**src/rtl/pixel_write_master.sv**
```systemverilog
// pixel_write_master: accepts pixel writes from the fractal generator,
// discards out-of-frame addresses and drains the rest through a small FIFO
// onto the frame-buffer SRAM via an Avalon-MM style write master.
module pixel_write_master #(
    parameter logic [31:0] BASE_ADDRESS    = 32'h0000_0000,
    parameter logic [31:0] FRAME_PIXELS    = 32'd307200,
    parameter int unsigned FIFO_DEPTH_LOG2 = 2
) (
    input  logic        clock,
    input  logic        reset,
    input  logic        pixel_valid,
    output logic        pixel_ready,
    input  logic [31:0] pixel_address,
    input  logic [7:0]  pixel_data,
    output logic [31:0] master_address,
    output logic        master_write,
    output logic [7:0]  master_writedata,
    input  logic        master_waitrequest,
    output logic [15:0] drop_count,
    output logic        frame_done
);

    localparam int unsigned DEPTH = 1 << FIFO_DEPTH_LOG2;
    localparam logic [31:0] LAST_ADDRESS = BASE_ADDRESS + FRAME_PIXELS - 32'd1;
    localparam logic [FIFO_DEPTH_LOG2:0] FULL_COUNT = {1'b1, {FIFO_DEPTH_LOG2{1'b0}}};

    typedef enum logic {
        IDLE,
        WRITE
    } state_t;

    state_t state;
    state_t state_next;

    logic [31:0] fifo_address [DEPTH];
    logic [7:0]  fifo_data    [DEPTH];
    logic [FIFO_DEPTH_LOG2-1:0] wr_ptr;
    logic [FIFO_DEPTH_LOG2-1:0] rd_ptr;
    logic [FIFO_DEPTH_LOG2:0]   count;
    logic [FIFO_DEPTH_LOG2:0]   count_next;

    logic        ready_q;
    logic [31:0] offset;
    logic        in_range;
    logic        accept;
    logic        push;
    logic        pop;

    // Range check is done in unsigned 32-bit arithmetic so addresses below
    // the base wrap to huge offsets; the explicit >= test rejects them anyway.
    assign offset      = pixel_address - BASE_ADDRESS;
    assign in_range    = (pixel_address >= BASE_ADDRESS) && (offset < FRAME_PIXELS);
    assign accept      = pixel_valid && ready_q;
    assign push        = accept && in_range;
    assign pixel_ready = ready_q;

    // Next-state logic: pop the FIFO head whenever the output register is free
    always_comb begin
        state_next = state;
        pop        = 1'b0;
        case (state)
            IDLE: begin
                if (count != '0) begin
                    pop        = 1'b1;
                    state_next = WRITE;
                end
            end
            WRITE: begin
                if (!master_waitrequest) begin
                    if (count != '0) begin
                        pop = 1'b1;
                    end else begin
                        state_next = IDLE;
                    end
                end
            end
            default: state_next = IDLE;
        endcase
    end

    // Occupancy update; simultaneous push and pop leaves the count alone
    always_comb begin
        count_next = count;
        if (push && !pop) begin
            count_next = count + 1'b1;
        end else if (pop && !push) begin
            count_next = count - 1'b1;
        end
    end

    // State register
    always_ff @(posedge clock or posedge reset) begin
        if (reset) begin
            state <= IDLE;
        end else begin
            state <= state_next;
        end
    end

    // FIFO storage needs no reset; pointers and count define its contents
    always_ff @(posedge clock) begin
        if (push) begin
            fifo_address[wr_ptr] <= pixel_address;
            fifo_data[wr_ptr]    <= pixel_data;
        end
    end

    // FIFO pointers, count and registered ready (derived from next occupancy)
    always_ff @(posedge clock or posedge reset) begin
        if (reset) begin
            wr_ptr  <= '0;
            rd_ptr  <= '0;
            count   <= '0;
            ready_q <= 1'b0;
        end else begin
            if (push) begin
                wr_ptr <= wr_ptr + 1'b1;
            end
            if (pop) begin
                rd_ptr <= rd_ptr + 1'b1;
            end
            count   <= count_next;
            ready_q <= (count_next != FULL_COUNT);
        end
    end

    // Bus output registers, held stable while the slave stalls
    always_ff @(posedge clock or posedge reset) begin
        if (reset) begin
            master_address   <= '0;
            master_writedata <= '0;
            master_write     <= 1'b0;
        end else begin
            if (pop) begin
                master_address   <= fifo_address[rd_ptr];
                master_writedata <= fifo_data[rd_ptr];
            end
            master_write <= (state_next == WRITE);
        end
    end

    // Frame completion pulse and saturating discard counter
    always_ff @(posedge clock or posedge reset) begin
        if (reset) begin
            frame_done <= 1'b0;
            drop_count <= '0;
        end else begin
            frame_done <= (state == WRITE) && !master_waitrequest &&
                          (master_address == LAST_ADDRESS);
            if (accept && !in_range && (drop_count != 16'hFFFF)) begin
                drop_count <= drop_count + 1'b1;
            end
        end
    end

endmodule

```
**config.mk**
```make
export PLATFORM = sky130hd
export DESIGN_NAME = pixel_write_master
export DESIGN_NICKNAME = d
export VERILOG_FILES = /design/src/rtl/pixel_write_master.sv
export SDC_FILE = /design/constraint.sdc
export NUM_CORES = 1
export LEC_CHECK = 0
export ABC_AREA = 0
export BUFFER_PORTS_ARGS = -buffer_cell sky130_fd_sc_hd__buf_2
export CAP_MARGIN = 40
export CORE_MARGIN = 5
export CORE_UTILIZATION = 45
export CTS_BUF_LIST = sky130_fd_sc_hd__clkbuf_4
export CTS_CLUSTER_SIZE = 40
export DETAILED_ROUTE_END_ITERATION = 8
export HOLD_SLACK_MARGIN = 0.05
export PLACE_DENSITY = 0.64
export SLEW_MARGIN = 40
export SYNTH_ARGS = -nofsm -noshare
export SYNTH_HDL_FRONTEND = slang
export SYNTH_SLANG_ARGS = --single-unit
export TNS_END_PERCENT = 30
```
**constraint.sdc**
```tcl
create_clock -name clock -period 2.8 [get_ports clock]
set_clock_uncertainty 0.2 [all_clocks]
set_input_delay 0.56 -clock clock [delete_from_list [all_inputs] [get_ports clock]]
set_output_delay 0.56 -clock clock [all_outputs]
set_load 0.1 [all_outputs]
```
==> results.md, run 1 <==
- The flow ran to the end, and the final reports show no timing, DRC or antenna violations.
- After the last flow step, the layout net total stands at around 700.
- Of the available clock period, the critical path in the final layout requires 96.1%.
- By area the synthesized netlist is led by sky130_fd_sc_hd__edfxtp_1 55%, sky130_fd_sc_hd__dfrtp_1 19%, sky130_fd_sc_hd__mux4_2 10%.
- Once layout is done, the placed cells without fillers occupy between 10000 and 15000 um^2.
- The CTS sink count is 226.
- For this run, design rule violations remaining after detail routing come to 0.
- In this run the post-CTS setup repair buffer count came out at 0.
- Summed over all failing endpoints, the final setup total negative slack is 0 ns.
- Cell internal power was estimated by the tool at about 7 mW.
- The routed length on met1 is roughly 7500 um.
- The clock-pin slew on the worst setup and hold paths is ~0.06 ns.
- The number of gates resized after CTS was 0.
- Excluding fillers, the count of instances in the completed layout stands at 957.
- The met3 layer wire length in the routed design is 1070 um.
- The overflow left after global routing is 0.
- The kind of end point of the critical path is a register.
- Global routing consumed, over all layers together, around 17% of the routing resources.
- The area of the multi-input gates is approximately 2200 um^2.
- Among all flip-flop cells after synthesis, the most frequent one is sky130_fd_sc_hd__edfxtp_1.
- The total standard cell area after synthesis is 8730 um^2.
- The mean post-synth cell area is 19.7 um^2.
- The critical setup path kind is in2reg.
- The starting utilization of the core area is between 40% and 50%.
- The Yosys step of the flow raised 0 warnings.
- The antenna violation net count after detailed routing is 0.
- Dividing the detail-routed wire length by the instance count gives approximately 19 um.
- The vertical extent of the die is ~150 um.
- about 100 I/O pins were placed.
- The last weighted congestion value of the routability-driven placer is approximately 0.81.
- Counting the fill cells in the layout gives 1572.
- The pin count of the biggest net entering global routing is between 40 and 50.
- The first detailed-routing pass took 5 iterations.
- Dividing the detail-routed via count by the number of cells gives roughly 5.1.
- The fraction of layout instances using a drive strength above 1 is 43.6%.
- Walking the worst path, the cells encountered are dlygate4sd3_1 -> buf_2 -> nor4_1 -> and4_1 -> and3_1 -> and2_2 -> buf_12.
- The number of global-route vias before repair is between 5000 and 6000.
- The floorplan has 51 rows.
- The count of flip-flops with a built-in enable after synthesis is 160.
- The number of nets in the synthesized netlist is a little under 500.
- The worst setup margin is between 0.1 and 0.15 ns.
- The sequential cell area fraction in the yosys report is 74.0%.
- The cell sitting at the root of the clock tree is a sky130_fd_sc_hd__clkbuf_4.
- Relative to the synthesized area, the layout overhead comes to 25.5%.
- The share of synthesized flip-flops with an asynchronous set or reset is between 20 and 30%.
- Counting instances in the post-synthesis netlist gives the leading cell types as 160 x sky130_fd_sc_hd__edfxtp_1, 66 x sky130_fd_sc_hd__dfrtp_1, 40 x sky130_fd_sc_hd__mux2_2, 40 x sky130_fd_sc_hd__mux4_2, 19 x sky130_fd_sc_hd__xnor2_1.
- The detailed placement HPWL is about 12000 um.
- In this design, the largest share of critical-path delay is due to simple AND/OR/NAND/NOR gates.
- The synthesized netlist contains 38 unique library cells.
- The type of the worst min-delay path is reg2reg.
- The analysis attributes to cell leakage a power of just over 4 nW.
- The max-slew violation count is 0.
- Of the total power, the share spent switching nets is a little over two fifths.
- Input and output buffers added on the ports amount to 102.
- The sort of element at the start of the critical path is a primary input.
- Across the whole layout, storage elements account for between 6000 and 7000 um^2.
- No sink is reached through more buffers than the 3 on the longest clock path.
- Dividing total power by cell area gives a power density of 1120 nW/um^2.
- The global-route wire length before repair is 28900 um.
- The utilization of the core after routing is roughly 57%.
- The post-synthesis cell count is about 440.
- The number of max-capacitance violations reported is 0.
- The initial antenna violation count is 1.
- For this block, the initial DRC count from the detailed router was roughly 240.
- The largest fanout on the critical path is 15.
- The final critical delay including setup and external delays is between 2 and 3 ns.
- The largest area contributor in the synthesized netlist is sky130_fd_sc_hd__edfxtp_1.
- The top-area cell type share of the netlist area is between 50% and 60%.
- Setup violations remaining at the end of the flow were counted as 0.
- The total instance count after detailed placement is a little over 800.
- The die area is ~22000 um^2.
- The routed wire length is about 18000 um.
- Measured against its own limit, the worst slew margin works out to 54.8%.
- Summed over all nets, the switching power comes to roughly 5.3 mW.
- Among all cell types in the netlist, the one instantiated most often is sky130_fd_sc_hd__edfxtp_1.
- The critical path buffer and inverter count is 3.
- The amount of wire on met2 after detailed routing is 9070 um.
- The transition time at the pin with the least slew margin is approximately 0.67 ns.
- The combinational share of power is 41.0%.
- At the worst endpoint, the arrival time is about 2.8 ns.
- The highest clock rate is ~0.37 GHz.
- Synthesis inferred 226 register bits.
- The cell with the largest stage delay on the worst path is sky130_fd_sc_hd__dlygate4sd3_1.
- The die extent in x is around 150 um.
- The biggest cell delay along the critical path is about 0.55 ns.
- OpenSTA, run right after detailed placement, puts the worst setup slack at 0.0509 ns.
- In this run the number of H-tree levels came out at 2.
- In this run the standard cell core region covers 19300 um^2.
- The routed layout has approximately 5000 vias.
- The CTS tree is built.
- The proportion of power drawn by the clock network is a little under a quarter.
- The uppermost layer routed is met4.
- Setup repair after global routing left no endpoint under its margin.
- The share of total power dissipated in sequential elements is ~36%.
- The count of hold buffers inserted by post-cts repair is 42.
- In this run, CTS created clock tree buffers numbering 54.
- The clock reaches the later pin of the worst-skew pair after approximately 0.66 ns.
- The worst path required time is a little under 3 ns.
- The number of hold-slack violations in the final timing report came to 0.
- In this run the cell area measured after placement is 9770 um^2.
- Across the VDD grid, the largest voltage drop is between 1 and 1.5 mV.
## path summary, 6_finish.rpt
path	from	endpoint	slack [ns]	cells past startpoint
setup / recovery	pixel_address[31]	fifo_data[1][5]	0.11	7
hold / removal	master_writedata[6]	master_writedata[6]	0.31	1
setup reg to reg	master_address[23]	frame_done	0.37	8
hold reg to reg	master_writedata[6]	master_writedata[6]	0.31	1
max in group asynchronous	reset	master_writedata[6]	1.42	4
min in group asynchronous	reset	master_address[14]	0.34	3
## kinds of logic after synthesis
logic type / Yosys count / share of synthesized area [%]
buffers and inverters: 25 / 1.35
DFF: 226 / 74.0
muxes: 80 / 15.5
xor gates and xnor gates: 20 / 2.01
AOI/OAI and AO/OA: 14 / 1.30
and+or+nand+nor: 71 / 4.76
adders and majority gates: 8 / 1.15
## area by class of cell
class                      instances  area share [%]
multi-input combinational        193            19.8
timing repair buffer             163            10.9
clock buffer                      81            5.55
antenna                            1          0.0228
clock inverter                    21            1.46
inverter                           7           0.251
tap                              265            3.03
sequential                       226            59.0
## cell usage in the layout, fill, tap and decap left out, types with 8 or more instances in the layout
| master | instances |
|---|---|
| sky130_fd_sc_hd__buf_2 | 102 |
| sky130_fd_sc_hd__mux2_2 | 40 |
| sky130_fd_sc_hd__buf_12 | 10 |
| sky130_fd_sc_hd__ha_1 | 8 |
| sky130_fd_sc_hd__dfrtp_1 | 63 |
| sky130_fd_sc_hd__edfxtp_1 | 160 |
| sky130_fd_sc_hd__nand3_1 | 8 |
| sky130_fd_sc_hd__nand2_1 | 10 |
| sky130_fd_sc_hd__dlygate4sd3_1 | 42 |
| sky130_fd_sc_hd__mux4_2 | 40 |
| sky130_fd_sc_hd__buf_4 | 9 |
| sky130_fd_sc_hd__xnor2_1 | 19 |
| sky130_fd_sc_hd__clkbuf_4 | 81 |
| sky130_fd_sc_hd__clkinv_1 | 14 |
| sky130_fd_sc_hd__nand4_1 | 17 |
## sequential cells by signal, indices dropped and copies added (netlist names)
signal / count
drop_count: 16
wr_ptr: 2
master_address: 32
master_writedata: 8
frame_done: 1
count: 3
pixel_ready: 1
master_write: 1
fifo_data: 32
fifo_address: 128
rd_ptr: 2
## metal layers
metal,track usage (%),vias up
li1,-,2226
met1,21.7,2444
met2,27.7,160
met3,4.16,42
met4,7.09,0
met5,0,-
## power by group through the flow
stage          combinational [mW]  clock (mW)  sequential, mW
6_report                     5.05        2.87            4.38
4_1_cts                      5.11        2.97            4.39
2_1_floorplan                1.64           0            6.85
3_5_place_dp                 5.05           0            4.46
3_3_place_gp                 5.01           0            4.44
5_1_grt                      5.30        3.17            4.45
## metrics by stage
stage	hold WS [ns]	power, mW
global placement	0.285	9.45
detailed placement	0.291	9.51
CTS	0.280	12.5
finish	0.308	12.3
global route	0.324	12.9
floorplan	0.271	8.50
Power figures use the tool's default switching activity.
==> inputs of run 2 (changes only) <==
--- a/config.mk
+++ b/config.mk
@@ -10,7 +10,6 @@
 export CAP_MARGIN = 40
 export CORE_MARGIN = 5
 export CORE_UTILIZATION = 45
-export CTS_BUF_LIST = sky130_fd_sc_hd__clkbuf_4
 export CTS_CLUSTER_SIZE = 40
 export DETAILED_ROUTE_END_ITERATION = 8
 export HOLD_SLACK_MARGIN = 0.05
==> results.md, run 2 (synthesized netlist as in run 1, its figures left out) <==
- The fraction of layout instances using a drive strength above 1 is 41.1% (-2.4 points).
- The number of global-route vias before repair is 4864 (-8.5%).
- The vias per cell came to 5.24 (+3.0%).
- The type of the worst min-delay path is in2reg.
- The sort of element at the start of the critical path is a register.
- The commonest non-fill, non-tap cell in the layout is sky130_fd_sc_hd__edfxtp_1.
- The worst path required time is 3.04 ns (+0.11 ns).
- The largest fanout on the critical path is 3 (-12).
- The biggest cell delay along the critical path was 0.39 ns (-0.16 ns).
- The detailed-route wire length per cell came to 20.3 um (+7.1%).
- The setup slack at placement came to 0.0509 ns (unchanged).
- The top cell types in the final layout, fill and taps aside, are 160 x sky130_fd_sc_hd__edfxtp_1, 102 x sky130_fd_sc_hd__buf_2, 63 x sky130_fd_sc_hd__dfrtp_1, 40 x sky130_fd_sc_hd__mux4_2, 40 x sky130_fd_sc_hd__mux2_2.
- The cell with the largest stage delay on the worst path is sky130_fd_sc_hd__dfrtp_1.
- The leakage dissipation is 3.88 nW (-6.2%).
- The worst setup path is captured at a register.
- Relative to the synthesized area, the layout overhead comes to 20.6%.
- The sequential power share is 35.7% (about the same).
- The overflow left after global routing is 0 (unchanged).
- The pin count of the biggest net entering global routing is 41 (unchanged).
- The ratio of final minimum period to clock period is 87.3% (-8.7 points).
- In this run the critical register-to-register path is launched from master_address[23].
- The CTS tree is built.
- The maximum level of the CTS H-tree is 1 (-1).
- The worst setup path startpoint is master_address[23].
- The count of cells along the worst register-to-register path is 8 (unchanged).
- Setup repair after global routing left no endpoint under its margin.
- The routed wire length is 17400 um (-4.0%).
- The total core area is 19300 um^2 (unchanged).
- The starting utilization of the core area came to 45.3% (unchanged).
- The combinational share of power is 40.7% (-0.3 points).
- The number of I/O pins is 103 (unchanged).
- The internal power is 7.09 mW (+1.0%).
- The CTS sink count came to 226 (unchanged).
- The highest layer touched by signal routing is met4.
- The area of the multi-input gates came to 2170 um^2 (unchanged).
- The reported net switching power is 5.19 mW (-1.8%).
- The CTS buffer count is 23 (-57%).
- The count of endpoints failing setup in the final report came to 0 (unchanged).
- The overall fraction of global-route tracks in use is 16.3% (-0.65 points).
- The register area came to 6460 um^2 (unchanged).
- The max-slew violation count is 0 (unchanged).
- The routed length on met1 came to 7350 um (-1.4%).
- The die extent in x is 149 um (unchanged).
- The vertical extent of the die came to 149 um (unchanged).
- The depth of the worst hold-timing path is 1 (unchanged).
- The die area is 22300 um^2 (unchanged).
- The largest registers in the layout are fifo_address x128, fifo_data x32, master_address x32.
- The antenna violation net count after detailed routing is 0 (unchanged).
- The worst setup margin is 0.355 ns (+0.245 ns).
- The net count reported at finish was 628 (-9.9%).
- The global-route wire length before repair is 27800 um (-3.7%).
- The quantity of I/O buffers inserted on ports was 102 (unchanged).
- The number of buffers on the longest clock path is 3 (unchanged).
- The total number of vias is 4497 (-7.7%).
- The flow ran to the end, and the final reports show no timing, DRC or antenna violations.
- The number of inserted filler cells in the final layout came to 1583 (+0.70%).
- The number of rows in the core area is 51 (unchanged).
- The overall power is 12.3 mW (-0.20%).
- The relative max-transition margin is 54.3% (-0.53 points).
- The met3 layer wire length in the routed design is 936 um (-12%).
- The number of violations reported at the end of detailed-routing iteration 0 came to 262 (+8.3%).
- The number of hold-slack violations in the final timing report is 0 (unchanged).
- The last weighted congestion value of the routability-driven placer came to 0.814 (unchanged).
- The critical path goes through nor4_1 -> buf_4 -> nand4_1 -> nor3_1 -> buf_4 -> nand4_1 -> nor4b_1 -> buf_4.
- The net switching share of the total power came to 42.3% (-0.69 points).
- The worst hold path begins at pixel_data[5].
- The critical path arrival is 2.69 ns (-0.13 ns).
- The power density over the cells is 1170 nW/um^2 (+3.8%).
- The flip-flop count of the largest register after layout is 128 (unchanged).
- The register with the most flip-flops in the final layout is fifo_address.
- The critical path is of the reg2reg type.
- The number of max-capacitance violations reported is 0 (unchanged).
- The length of the first detailed-routing pass in iterations was 4 (-1).
- The proportion of power drawn by the clock network is 23.5% (+0.2 points).
- The transition time at the pin with the least slew margin is 0.682 ns (+0.00794 ns).
- The amount of wire on met2 after detailed routing came to 8650 um (-4.6%).
- The worst voltage drop across the vdd grid was 1.00 mV (-0.98%).
- The most frequent cell on the critical path is sky130_fd_sc_hd__buf_4.
- The number of antenna diodes came to 0 (-1).
- The tree is rooted in a sky130_fd_sc_hd__clkbuf_16.
- The setup TNS after final layout is 0 ns (unchanged).
- The clock-pin slew on the worst setup and hold paths is 0.06 ns (about the same).
- The detailed-route DRC error count is 0 (unchanged).
- The final critical delay including setup and external delays came to 2.45 ns (-0.245 ns).
- The detailed placement HPWL is 11500 um (unchanged).
- The initial antenna violation count came to 0 (-1).
- The utilization of the core after routing is 54.6% (-2.2 points).
- The highest clock rate came to 0.409 GHz (+10%).
- The later-pin clock latency in the skew report is 0.50 ns (-0.16 ns).
==> run 2: layer usage <==
layer,global-route usage (%),up-vias
met4,5.45,0
met3,3.13,27
met1,21.9,2297
li1,-,2043
met2,27.0,130
met5,0,-
==> run 2: worst max-delay path: cells and delay by family, from the launching register on <==
family	cells	cell delay (ns)
DFF	1	0.39
buffers and inverters	3	0.55
and+or+nand+nor	5	1.24
==> run 2: power groups by stage <==
stage | registers (mW) | clock network [mW] | logic (mW)
global placement | 4.44 | 0 | 5.01
CTS | 4.40 | 2.98 | 5.07
detailed placement | 4.46 | 0 | 5.05
finish | 4.39 | 2.89 | 5.00
global route | 4.46 | 3.13 | 5.25
floorplan | 6.85 | 0 | 1.64
==> run 2: cell type report <==
type	instances	area share, %
multi-input cells	193	20.6
clock inverters	9	0.677
clock buffers	33	6.20
well taps	265	3.15
flip-flops and latches	226	61.3
repair buffers	125	7.77
inverters	7	0.261
==> run 2: path summary, 6_finish.rpt <==
path / end / slack (ns)
worst max-delay path: frame_done / 0.35
min in group asynchronous: drop_count[2] / 0.48
worst min register to register: master_writedata[6] / 0.31
max in group asynchronous: rd_ptr[0] / 1.30
worst min-delay path: fifo_data[1][5] / 0.07
worst max register to register: frame_done / 0.35
==> run 2: repair_timing <==
item	4_1_cts	5_1_grt
hold endpoints to repair	47	0
resized for setup	0	0
setup buffers	0	0
hold buffers	4	0
==> run 2: through the flow <==
stage                     hold WS [ns]  area (um^2)  instances
after floorplan                  0.271         8740        444
after CTS                       0.0518        10500        858
after global placement           0.285         9770        812
after detailed placement         0.291         9770        812
after global routing            0.0574        10500        858
final                           0.0735        10500        858
==> inputs of run 3 (changes only) <==
--- a/config.mk
+++ b/config.mk
@@ -6,6 +6,7 @@
 export NUM_CORES = 1
 export LEC_CHECK = 0
 export ABC_AREA = 0
+export ABC_CLOCK_PERIOD_IN_PS = 2800
 export BUFFER_PORTS_ARGS = -buffer_cell sky130_fd_sc_hd__buf_2
 export CAP_MARGIN = 40
 export CORE_MARGIN = 5
@@ -14,6 +15,7 @@
 export DETAILED_ROUTE_END_ITERATION = 8
 export HOLD_SLACK_MARGIN = 0.05
 export PLACE_DENSITY = 0.64
+export REMOVE_ABC_BUFFERS = 1
 export SLEW_MARGIN = 40
 export SYNTH_ARGS = -nofsm -noshare
 export SYNTH_HDL_FRONTEND = slang
==> results.md, run 3 (synthesized netlist as in run 1, its figures left out) <==
- The top cell types in the final layout, fill and taps aside, are 160 x sky130_fd_sc_hd__edfxtp_1, 102 x sky130_fd_sc_hd__buf_2, 64 x sky130_fd_sc_hd__dfrtp_1, 40 x sky130_fd_sc_hd__mux4_2, 40 x sky130_fd_sc_hd__mux2_2.
- The ratio of final minimum period to clock period came to 80.0% (-7.4 points).
- The worst setup path startpoint is pixel_address[31].
- STA classifies the critical path startpoint as a primary input.
- The internal reg-to-reg setup slack is 0.61 ns (+0.26 ns).
- The net count reported at finish is 629 (+0.16%).
- The critical path depth was 6 (-2).
- The CTS buffer count was 24 (+4.3%).
- The relative max-transition margin is 50.4% (-3.9 points).
- The number of I/O pins is 103 (unchanged).
- The global-route wire length before repair was 27600 um (-0.62%).
- The number of hold-slack violations in the final timing report is 0 (unchanged).
- The total core area is 19300 um^2 (unchanged).
- The pin count of the biggest net entering global routing is 42 (+2.4%).
- The overall fraction of global-route tracks in use was 16.0% (-0.26 points).
- The later-pin clock latency in the skew report is 0.50 ns (about the same).
- The length of the first detailed-routing pass in iterations is 4 (unchanged).
- The critical path arrival is 2.25 ns (-0.44 ns).
- The flip-flop count of the largest register after layout is 128 (unchanged).
- The fraction of layout instances using a drive strength above 1 is 42.5% (+1.4 points).
- The transition time at the pin with the least slew margin is 0.734 ns (+0.0524 ns).
- The worst path required time is 2.81 ns (-0.23 ns).
- The max-slew violation count came to 0 (unchanged).
- The count of endpoints failing setup in the final report came to 0 (unchanged).
- The area of the multi-input gates came to 2170 um^2 (unchanged).
- The number of rows in the core area is 51 (unchanged).
- The min-delay analysis places its worst path in the category in2reg.
- The quantity of I/O buffers inserted on ports came to 102 (unchanged).
- The biggest cell delay along the critical path is 0.54 ns (+0.15 ns).
- The beginning of the worst register-to-register path is master_address[23].
- The CTS sink count is 226 (unchanged).
- The largest fanout on the critical path is 7 (+4).
- The last weighted congestion value of the routability-driven placer was 0.752 (-7.6%).
- Ranked by flip-flop count, first place goes to fifo_address.
- The run finished with clean final reports.
- The utilization of the core after routing came to 55.3% (+0.67 points).
- The critical path buffer and inverter count is 2 (-1).
- The starting utilization of the core area is 45.3% (unchanged).
- The count of cells along the worst register-to-register path is 5 (-3).
- The family with the most delay on the worst path is simple AND/OR/NAND/NOR gates.
- The endpoint of the most critical register-to-register path is frame_done.
- The commonest non-fill, non-tap cell in the layout is sky130_fd_sc_hd__edfxtp_1.
- Compared with the post-synthesis result, the final layout area differs by 22.1%.
- The detailed-route wire length per cell is 20.5 um (+1.3%).
- The cell with the largest stage delay on the worst path is sky130_fd_sc_hd__nor4_1.
- The antenna violation net count after detailed routing came to 0 (unchanged).
- The maximum level of the CTS H-tree is 1 (unchanged).
- Traced cell by cell, the critical path runs through buf_2 -> nor4_1 -> and4_1 -> and3_1 -> and2_2 -> buf_4.
- The initial antenna violation count came to 0 (unchanged).
- The leakage dissipation is 3.94 nW (+1.7%).
- Setup repair after global routing left no endpoint under its margin.
- The detailed-route DRC error count is 0 (unchanged).
- The detailed placement HPWL is 11900 um (+2.7%).
- The kind of end point of the critical path is a register.
- The cell at the root of the clock tree is sky130_fd_sc_hd__clkbuf_16.
- The vertical extent of the die came to 149 um (unchanged).
- The die extent in x is 149 um (unchanged).
- The power density over the cells is 1200 nW/um^2 (+2.7%).
- The routed wire length is 17700 um (+1.6%).
- The overflow left after global routing came to 0 (unchanged).
- The number of antenna diodes came to 0 (unchanged).
- The vias per cell is 5.29 (+0.90%).
- The number of global-route vias before repair was 4822 (-0.86%).
- The post-layout instance area came to 10700 um^2 (+1.2%).
- The setup slack at placement is 0.0876 ns (+0.0367 ns).
- The highest clock rate is 0.447 GHz (+9.2%).
- The clock-pin slew on the worst setup and hold paths is 0.06 ns (about the same).
- The worst setup margin was 0.561 ns (+0.206 ns).
- The number of inserted filler cells in the final layout is 1530 (-3.3%).
- The number of buffers on the longest clock path is 3 (unchanged).
- In the final layout, the registers with the most flip-flops are fifo_address x128, fifo_data x32, master_address x32.
- The end point of the critical path is fifo_address[0][30].
- The CTS tree is built.
- The worst voltage drop across the vdd grid is 1.02 mV (+1.7%).
- The total number of vias is 4548 (+1.1%).
- The overall power is 12.8 mW (+4.0%).
- The register area was 6460 um^2 (about the same).
- The area of placed instances is 9770 um^2 (about the same).
- The critical setup path kind is in2reg.
- The die area came to 22300 um^2 (unchanged).
- The final critical delay including setup and external delays came to 2.24 ns (-0.206 ns).
- The number of max-capacitance violations reported is 0 (unchanged).
- The number of violations reported at the end of detailed-routing iteration 0 is 275 (+5.0%).
run 3: changes by cell type in the layout (fill, tap and decap cells not counted), moves of 2 or more:
cell,before,now
sky130_fd_sc_hd__dlygate4sd3_1,4,1
sky130_fd_sc_hd__buf_4,9,13
sky130_fd_sc_hd__bufinv_16,1,5
sky130_fd_sc_hd__clkbuf_1,6,4
sky130_fd_sc_hd__clkinv_1,5,2
run 3: worst min-delay path by stage:
stage                        from              end  slack (ns)  depth (start not counted)
2_1_floorplan            count[2]     master_write        0.27                          2
3_3_place_gp   master_address[12]       frame_done        0.26                          1
3_5_place_dp   master_address[12]       frame_done        0.29                          1
4_1_cts             pixel_data[2]  fifo_data[0][2]        0.05                          1
5_1_grt             pixel_data[3]  fifo_data[2][3]        0.05                          1
6_report            pixel_data[4]  fifo_data[2][4]        0.07                          1
run 3: final cells by class:
type	count	area share, %
clock buffers	33	6.42
clock inverters	11	1.80
inverters	7	0.247
multi-input cells	193	20.3
flip-flops and latches	226	60.6
well taps	265	3.11
repair buffers	125	7.49
run 3: worst register-to-register path: cells and delay by family (launching register included):
kind | cells | cell delay, ns
and+or+nand+nor | 5 | 1.51
DFF | 1 | 0.39
run 3: power by group:
group          switching [mW]  total [mW]  leakage (nW)  internal (mW)
registers               0.313        4.31          2.22           3.99
clock network            1.23        3.40         0.425           2.17
logic                    3.70        5.06          1.29           1.36
run 3: timing repair:
item,4_1_cts,5_1_grt
gates resized for setup,0,0
hold buffers,1,0
setup buffers,0,0
hold endpoints to repair,22,0
run 3: stage by stage:
step                instances  hold WS (ns)  TNS [ns]
global placement          815         0.260         0
detailed placement        815         0.291         0
finish                    860        0.0733         0
CTS                       860        0.0505         0
global route              860        0.0546         0
floorplan                 426         0.271    -91.92
run 3: metal layers:
metal	part of all wire, %	wire length [um]	up-vias	track usage (%)
li1	-	-	2040	-
met1	44	7840	2370	22.5
met2	50	8750	123	26.4
met3	4.9	863	15	2.77
met4	1.1	200	0	3.80
met5	0	0	-	0
